$ cat config.mk
export PLATFORM = sky130hd
export DESIGN_NAME = shift_sub_divider
export DESIGN_NICKNAME = d
export VERILOG_FILES = /design/src/rtl/shift_sub_divider.sv
export SDC_FILE = /design/constraint.sdc
export NUM_CORES = 1
export LEC_CHECK = 0
export ABC_AREA = 1
export CAP_MARGIN = 30
export CORE_MARGIN = 2
export CORE_UTILIZATION = 52
export DETAILED_ROUTE_END_ITERATION = 8
export PLACE_DENSITY = 0.77
export SLEW_MARGIN = 20
export SYNTH_ARGS = -nofsm -noshare
export SYNTH_HDL_FRONTEND = slang
export SYNTH_SLANG_ARGS = --single-unit
$ cat constraint.sdc
create_clock -name clk -period 2.1 [get_ports clk]
set_clock_uncertainty 0.15 [all_clocks]
set_input_delay 0.42 -clock clk [delete_from_list [all_inputs] [get_ports clk]]
set_output_delay 0.42 -clock clk [all_outputs]
set_load 0.1 [all_outputs]
$ cat src/rtl/shift_sub_divider.sv
// shift_sub_divider: sequential restoring unsigned divider, one quotient bit per clock.
module shift_sub_divider #(
    parameter int WIDTH = 8
) (
    input  logic             clk,
    input  logic             rst,
    input  logic             start,
    input  logic [WIDTH-1:0] dividend,
    input  logic [WIDTH-1:0] divisor,
    output logic             busy,
    output logic             done,
    output logic [WIDTH-1:0] quotient,
    output logic [WIDTH-1:0] remainder,
    output logic             div_by_zero
);
    localparam int CW = $clog2(WIDTH + 1);
    typedef enum logic [1:0] {IDLE, RUN, DONE} state_t;
    state_t state_q, state_d;
    logic [WIDTH:0] a_q, a_d, a_sh, t;
    logic [WIDTH-1:0] q_q, q_d, m_q, m_d, quo_q, quo_d, rem_q, rem_d;
    logic [CW-1:0] cnt_q, cnt_d;
    logic done_q, done_d, dbz_q, dbz_d;
    always_comb begin
        state_d = state_q;
        a_d = a_q;
        q_d = q_q;
        m_d = m_q;
        cnt_d = cnt_q;
        quo_d = quo_q;
        rem_d = rem_q;
        dbz_d = dbz_q;
        done_d = 1'b0;
        a_sh = {a_q[WIDTH-1:0], q_q[WIDTH-1]};
        t = a_sh - {1'b0, m_q};
        case (state_q)
            IDLE: if (start) begin
                m_d = divisor;
                q_d = dividend;
                a_d = '0;
                cnt_d = CW'(WIDTH);
                dbz_d = 1'b0;
                state_d = (divisor == '0) ? DONE : RUN;
            end
            RUN: begin
                a_d = t[WIDTH] ? a_sh : t;
                q_d = {q_q[WIDTH-2:0], ~t[WIDTH]};
                cnt_d = cnt_q - CW'(1);
                state_d = (cnt_q == CW'(1)) ? DONE : RUN;
            end
            DONE: begin
                // A zero divisor skips RUN, so Q still holds the dividend
                done_d = 1'b1;
                quo_d = (m_q == '0) ? '1 : q_q;
                rem_d = (m_q == '0) ? q_q : a_q[WIDTH-1:0];
                dbz_d = (m_q == '0);
                state_d = IDLE;
            end
            default: state_d = IDLE;
        endcase
    end
    always_ff @(posedge clk or posedge rst) begin
        if (rst) begin
            state_q <= IDLE;
            a_q <= '0;
            q_q <= '0;
            m_q <= '0;
            cnt_q <= '0;
            quo_q <= '0;
            rem_q <= '0;
            dbz_q <= 1'b0;
            done_q <= 1'b0;
        end else begin
            state_q <= state_d;
            a_q <= a_d;
            q_q <= q_d;
            m_q <= m_d;
            cnt_q <= cnt_d;
            quo_q <= quo_d;
            rem_q <= rem_d;
            dbz_q <= dbz_d;
            done_q <= done_d;
        end
    end
    assign busy = (state_q != IDLE);
    assign done = done_q;
    assign quotient = quo_q;
    assign remainder = rem_q;
    assign div_by_zero = dbz_q;
endmodule

==> results.md, run 1 <==
- Status: finished, final reports clean
- Post-synthesis mux area share: 0
- Full die area: 5508 sq um
- Arrival time at the worst endpoint: 2.16 ns
- Post-synth EDFFs: 0
- Non-filler cells, final: 437
- Worst Setup SP: m_q[0]$_DFFE_PP0P_
- Yosys warns: 0
- First-pass GRT wire length: 9.597 mm
- Area grow syn2layout: 29.58%
- Row count: 25
- RSZ-0062 raised after global routing: yes
- CP Class: flip-flop to flip-flop
- Post-route worst setup slack: 0.02428 ns
- Synth Area in Simple Gates: 0.2499
- Ant diodes: 0
- Synth top cells by count: 75 x nand2_1, 48 x dfrtp_1, 47 x inv_1
- Vert. Die Dim: 74.22 um
- Metal3 WL: ~260 um
- Final Cycle Share: 0.9884
- CP endpoint kind: flip-flop
- Slew HR: 0.6965
- TritonCTS clock tree: done
- Hold Path Class: primary input to asynchronous set/reset pin
- Sequential fraction of the synthesis area: 0.4685
- CP max FO: 5
- Placed cell area: 3018 sq um
- DR vias: 2296
- Initial antenna violation count: 0
- Synth cell types: 30
- Synth Instances: 314
- Achievable Freq: just under 0.5 GHz
- Final HPWL DP: approximately 4.3 mm
- Number of remaining DRC errors: 0
- CP required: 2.18 ns
- Synthesized area per cell: roughly 8 sq um
- Total Routing Usage GR: 0.2263
- Die width: 74.22 um
- Most frequent cell after synthesis: nand2_1
- Max-Cap Viols: 0
- # H-tree levels: 2
- Initial Util: 0.5428
- Setup Slack @ Placement: -0.05014 ns
- Largest net degree at the start of global routing: 32
- Hold Violations, Final: 0
- Vias per inst: 5.254
- Vias in the first global route: 2127
- Ys async rst share: 1.000
- Leading area contributor after synthesis: dfrtp_1
- I/O pin total: 38
- Top layer in use: met4
- Clk Latency, worst-skew pair: 0.30 ns
- Routed wl met2: between 3 and 4 mm
- Reg2reg path depth: 13
- Mapped Nets: 344
- Max Transition Viols Final: 0
- Wire per inst: approximately 14 um
- Fraction of layout cells with a size suffix above 1: 0.1973
- Largest family of logic cells by synthesized area: simple AND/OR/NAND/NOR gates
- Synth Area in Compound Gates: 0.1284
- Mapped Area: 2564 sq um
- Core footprint: between 4000 and 5000 sq um
- Nets: 399
- GP Congestion: 0.8788
- Inst Count DP: 420
- R2R Path Start: m_q[0]$_DFFE_PP0P_
- Hold buffer count at cts: 0
- Final ANT Viol Nets: 0
- Yosys reg bits: between 40 and 50
- Final setup fails: 0
- Top cell type's share of synthesized area: 0.4685
- CTS root buffer: clkbuf_8
- TritonRoute pass-1 iters: 4
- Grt total ovfl: 0
- Clock Path Buffers: 2
- Worst-margin pin slew: 0.4547 ns
- Num CTS Buffers: 5
- Fraction of synthesized cell area in xor and xnor cells: 0.01025
- Fin util: 0.7033
- Drt first-iter violations: 200
- Final wirelength: 6.160 mm
- Reg2reg setup slack: 0.02 ns
- Prevailing post-synth register cell: dfrtp_1
- Post-Synth Adder-Cell Area: 0.05661
- Clk sinks: 48
- Wl on met1: roughly 2.6 mm
- Clk slew on worst S/H paths: 0.09 ns
- Finished Cell Area: about 3300 sq um
- Final Critical Period: 2.076 ns
- PortBufs: 37
- Startpoint types: flip-flop
- Top post-synthesis cells by area: dfrtp_1 47%, nand2_1 11%, inv_1 6.9%, o21ai_0 6.6%, ha_1 4.9%
-- timing repair --
item / CTS / global route
cloned: 0 / 3
endpoints found under the setup margin: 8 / 9
gates resized for setup: 1 / 18
buffers inserted: 1 / 5
pin swaps: 1 / 12
-- final cells by class --
class / instances / area [sq um]
Inverter: 49 / 183.9
Timing Repair Buffer: 51 / 452.9
Multi-Input combinational cell: 214 / 1262
Fill cell: 352 / 1401
Sequential cell: 48 / 1201
Tap cell: 67 / 83.83
Clock buffer: 5 / 68.82
Clock inverter: 3 / 68.82
-- per-stage QoR --
stage                     TNS [ns]  hold WS (ns)
after floorplan                  0        0.3019
after global placement           0        0.3176
after detailed placement   -0.2382        0.3266
after CTS                        0        0.2690
after global routing       -0.3252        0.3119
final                            0        0.2655
-- layer usage --
layer | global-route usage | up-vias
li1 | - | 1125
met1 | 0.3019 | 1100
met2 | 0.3829 | 63
met3 | 0.04065 | 8
met4 | 0.06151 | 0
met5 | 0 | -
-- flip-flops by register name, indices dropped and copies added, names as in the netlist --
name         cells
div_by_zero      1
m_q              8
quotient         8
state_q          2
cnt_q            4
a_q              8
done             1
q_q              8
remainder        8
-- worst paths after layout --
| path | to |
|---|---|
| worst min-delay path | quotient[0]$_DFFE_PP0P_ |
| worst max register to register | a_q[7]$_DFFE_PP0P_ |
| max in group asynchronous | a_q[5]$_DFFE_PP0P_ |
| worst min register to register | remainder[6]$_DFFE_PP0P_ |
| worst max-delay path | a_q[7]$_DFFE_PP0P_ |
| min in group clk | remainder[6]$_DFFE_PP0P_ |
-- critical path: stages, from the launching register on --
cell and delay (ns):
dfrtp_1 0.44, ha_4 0.19, fa_2 0.39, inv_2 0.06
nand2_2 0.05, nand2_4 0.07, nand3_4 0.10, nand2_4 0.13
nand2_8 0.08, nand2_8 0.11, nand2_2 0.05, nand2_1 0.06
nand2_1 0.05, nand2_1 0.07
-- cells in the final DEF, fill, tap and decap left out, drive strengths merged --
| cell | synthesis | layout |
|---|---|---|
| o21ai | 35 | 35 |
| dfrtp | 48 | 48 |
| a22oi | 8 | 8 |
| fa | 1 | 1 |
| a21oi | 14 | 14 |
| clkdlybuf4s50 | 0 | 18 |
| a31oi | 1 | 1 |
| inv | 49 | 50 |
| clkbuf | 2 | 5 |
| bufinv | 0 | 2 |
| nand3 | 16 | 17 |
| nand4 | 5 | 5 |
| xor2 | 2 | 2 |
| o22ai | 1 | 1 |
| nor2 | 27 | 27 |
| nand3b | 8 | 8 |
| buf | 4 | 33 |
| o211ai | 1 | 1 |
| nand2 | 80 | 82 |
| xnor2 | 1 | 1 |
| ha | 10 | 10 |
| or2 | 1 | 1 |
-- logic make-up after synthesis --
group	after synthesis
DFF	48
buffers and inverters	55
adders and majority gates	11
AOI/OAI and AO/OA	60
xor gates and xnor gates	3
and+or+nand+nor	137
Power of run 1 is left out: the tool's default activity adds up to more than one toggle a clock period on the data nets, which glitch-free logic cannot reach.
==> run 2: changes to the inputs <==
--- a/config.mk
+++ b/config.mk
@@ -11,7 +11,6 @@
 export CORE_UTILIZATION = 52
 export DETAILED_ROUTE_END_ITERATION = 8
 export PLACE_DENSITY = 0.77
-export SLEW_MARGIN = 20
 export SYNTH_ARGS = -nofsm -noshare
 export SYNTH_HDL_FRONTEND = slang
 export SYNTH_SLANG_ARGS = --single-unit
==> results of run 2 <==
The final DEF is identical to that of run 1; final timing and power are the same.
Power of run 2 is left out for the same reason.
==> run 3: changes to the inputs <==
--- a/config.mk
+++ b/config.mk
@@ -6,10 +6,11 @@
 export NUM_CORES = 1
 export LEC_CHECK = 0
 export ABC_AREA = 1
-export CAP_MARGIN = 30
+export CAP_MARGIN = 20
 export CORE_MARGIN = 2
 export CORE_UTILIZATION = 52
 export DETAILED_ROUTE_END_ITERATION = 8
+export MAX_ROUTING_LAYER = met4
 export PLACE_DENSITY = 0.77
 export SYNTH_ARGS = -nofsm -noshare
 export SYNTH_HDL_FRONTEND = slang
==> results.md, run 3 (synthesis results as in run 1) <==
- Achievable Freq: 0.4814 GHz (was 0.4818 GHz)
- DR vias: 2311 (was 2296)
- CP max stage delay: 0.44 ns (about the same)
- PortBufs: 37 (unchanged)
- Nets: 399 (unchanged)
- Wire per inst: 13.97 um (was 14.10 um)
- Hold Violations, Final: 0 (unchanged)
- GP Congestion: 0.8933 (was 0.8788)
- Row count: 25 (unchanged)
- Grt total ovfl: 0 (unchanged)
- Final setup fails: 0 (unchanged)
- First-pass GRT wire length: 9.591 mm (was 9.597 mm)
- Fraction of layout cells with a size suffix above 1: 0.1973 (unchanged)
- Number of remaining DRC errors: 0 (unchanged)
- Core footprint: 4723 sq um (unchanged)
- Final Critical Period: 2.077 ns (was 2.076 ns)
- Crit path max-delay cell type: dfrtp_1 (unchanged)
- # H-tree levels: 2 (unchanged)
- CP required: 2.18 ns (about the same)
- I/O pin total: 38 (unchanged)
- Final Cycle Share: 0.9892 (was 0.9884)
- Final wirelength: 6.105 mm (was 6.160 mm)
- Vias in the first global route: 2123 (was 2127)
- Inst Count DP: 420 (unchanged)
- Max-Cap Viols: 0 (unchanged)
- Clock Path Buffers: 2 (unchanged)
- Vias per inst: 5.288 (was 5.254)
- CP endpoint kind: flip-flop (unchanged)
- Clk Latency, worst-skew pair: 0.30 ns (about the same)
- Worst-margin pin slew: 0.4497 ns (was 0.4547 ns)
- CP Class: flip-flop to flip-flop (unchanged)
- Status: finished, final reports clean (unchanged)
- Placed cell area: 3018 sq um (unchanged)
- Crit path buffers/inverters: 1 (unchanged)
- Most common cell after layout, fill and taps aside: nand2_1 (unchanged)
- RSZ-0062 raised after global routing: yes (unchanged)
- Die width: 74.22 um (unchanged)
- Startpoint types: flip-flop (unchanged)
- Full die area: 5508 sq um (unchanged)
- Num CTS Buffers: 5 (unchanged)
- Drt first-iter violations: 198 (was 200)
- TritonRoute pass-1 iters: 5 (was 4)
- CP top delay family: simple AND/OR/NAND/NOR gates (unchanged)
- Final ANT Viol Nets: 0 (unchanged)
- Initial antenna violation count: 0 (unchanged)
- Slew HR: 0.6999 (was 0.6965)
- Initial Util: 0.5428 (unchanged)
- Hold buffer count at cts: 0 (unchanged)
- Total Routing Usage GR: 0.2335 (was 0.2263)
- Reg2reg path depth: 13 (unchanged)
- Post-route worst setup slack: 0.02277 ns (was 0.02428 ns)
- Hold Path Class: primary input to asynchronous set/reset pin (unchanged)
- R2R Path Start: m_q[0]$_DFFE_PP0P_ (unchanged)
- Crit-path cells: ha_4, fa_2, inv_2, nand2_2, nand2_4, nand3_4, nand2_4, nand2_8, nand2_8, nand2_2, nand2_1, nand2_1, nand2_1 (unchanged)
- Non-filler cells, final: 437 (unchanged)
- Top cell by count, worst path: nand2_1 (unchanged)
- Setup Slack @ Placement: -0.05014 ns (unchanged)
- Worst hold slack: 0.2644 ns (was 0.2655 ns)
- Area grow syn2layout: 29.58% (unchanged)
- Arrival time at the worst endpoint: 2.16 ns (about the same)
- Reg2reg setup slack: 0.02 ns (about the same)
- Clk slew on worst S/H paths: 0.09 ns (about the same)
- Clk sinks: 48 (unchanged)
- Vert. Die Dim: 74.22 um (unchanged)
- Largest net degree at the start of global routing: 32 (unchanged)
- Filler Cells Inserted: 352 (unchanged)
- CTS root buffer: clkbuf_8 (unchanged)
- TritonCTS clock tree: done (unchanged)
- RR Endpoint: a_q[7]$_DFFE_PP0P_ (unchanged)
- CP max FO: 5 (unchanged)
- Max Transition Viols Final: 0 (unchanged)
- Most frequent cells in the layout: 70 x nand2_1, 48 x dfrtp_1, 44 x inv_1, 34 x o21ai_0, 31 x buf_4 (unchanged)
- Final HPWL DP: 4.337 mm (unchanged)
- Ant diodes: 0 (unchanged)
- Finished Cell Area: 3322 sq um (unchanged)
run 3: cell counts in the layout (fill, tap and decap cells not counted):
No cell type changed its count.
run 3: worst reg2reg max path, delay by kind of cell (launching register included):
| family | cells | cell delay (ns) |
|---|---|---|
| adders and majority gates | 2 | 0.58 |
| buffers and inverters | 1 | 0.06 |
| DFF | 1 | 0.44 |
| and+or+nand+nor | 10 | 0.77 |
run 3: timing repair:
action                                  in CTS  in global routing
gates resized for setup                      1                 18
pin swaps                                    1                 12
setup buffers                                1                  5
gates cloned                                 0                  3
endpoints found under the setup margin       8                  9
run 3: how the worst max path moves through the flow:
stage                       start            endpoint  depth (start not counted)
3_5_place_dp   q_q[7]$_DFFE_PP0P_  a_q[7]$_DFFE_PP0P_                         13
5_1_grt        m_q[0]$_DFFE_PP0P_  a_q[4]$_DFFE_PP0P_                         12
6_report       m_q[0]$_DFFE_PP0P_  a_q[7]$_DFFE_PP0P_                         13
4_1_cts        m_q[0]$_DFFE_PP0P_  a_q[3]$_DFFE_PP0P_                         12
2_1_floorplan  q_q[7]$_DFFE_PP0P_  a_q[5]$_DFFE_PP0P_                         13
3_3_place_gp   q_q[7]$_DFFE_PP0P_  a_q[4]$_DFFE_PP0P_                         13
run 3: layout make-up:
class	count	area, sq um	area share
Inverter	49	183.9	0.05537
Multi-Input combinational cell	214	1262	0.3800
Clock buffer	5	68.82	0.02072
Timing Repair Buffer	51	452.9	0.1363
Tap cell	67	83.83	0.02524
Sequential cell	48	1201	0.3616
Clock inverter	3	68.82	0.02072
run 3: per-layer routing:
metal,track usage,share of wire
met5,-,0
met2,0.3829,0.52
met3,0.04065,0.041
met1,0.3019,0.43
met4,0.06151,0.015
run 3: stage by stage:
step	utilization	setup TNS, ns
6_report	0.7033	0
5_1_grt	0.7033	-0.3246
4_1_cts	0.6702	0
3_5_place_dp	0.6389	-0.2382
3_3_place_gp	0.6389	0
2_1_floorplan	-	0
Power of run 3 is left out for the same reason.
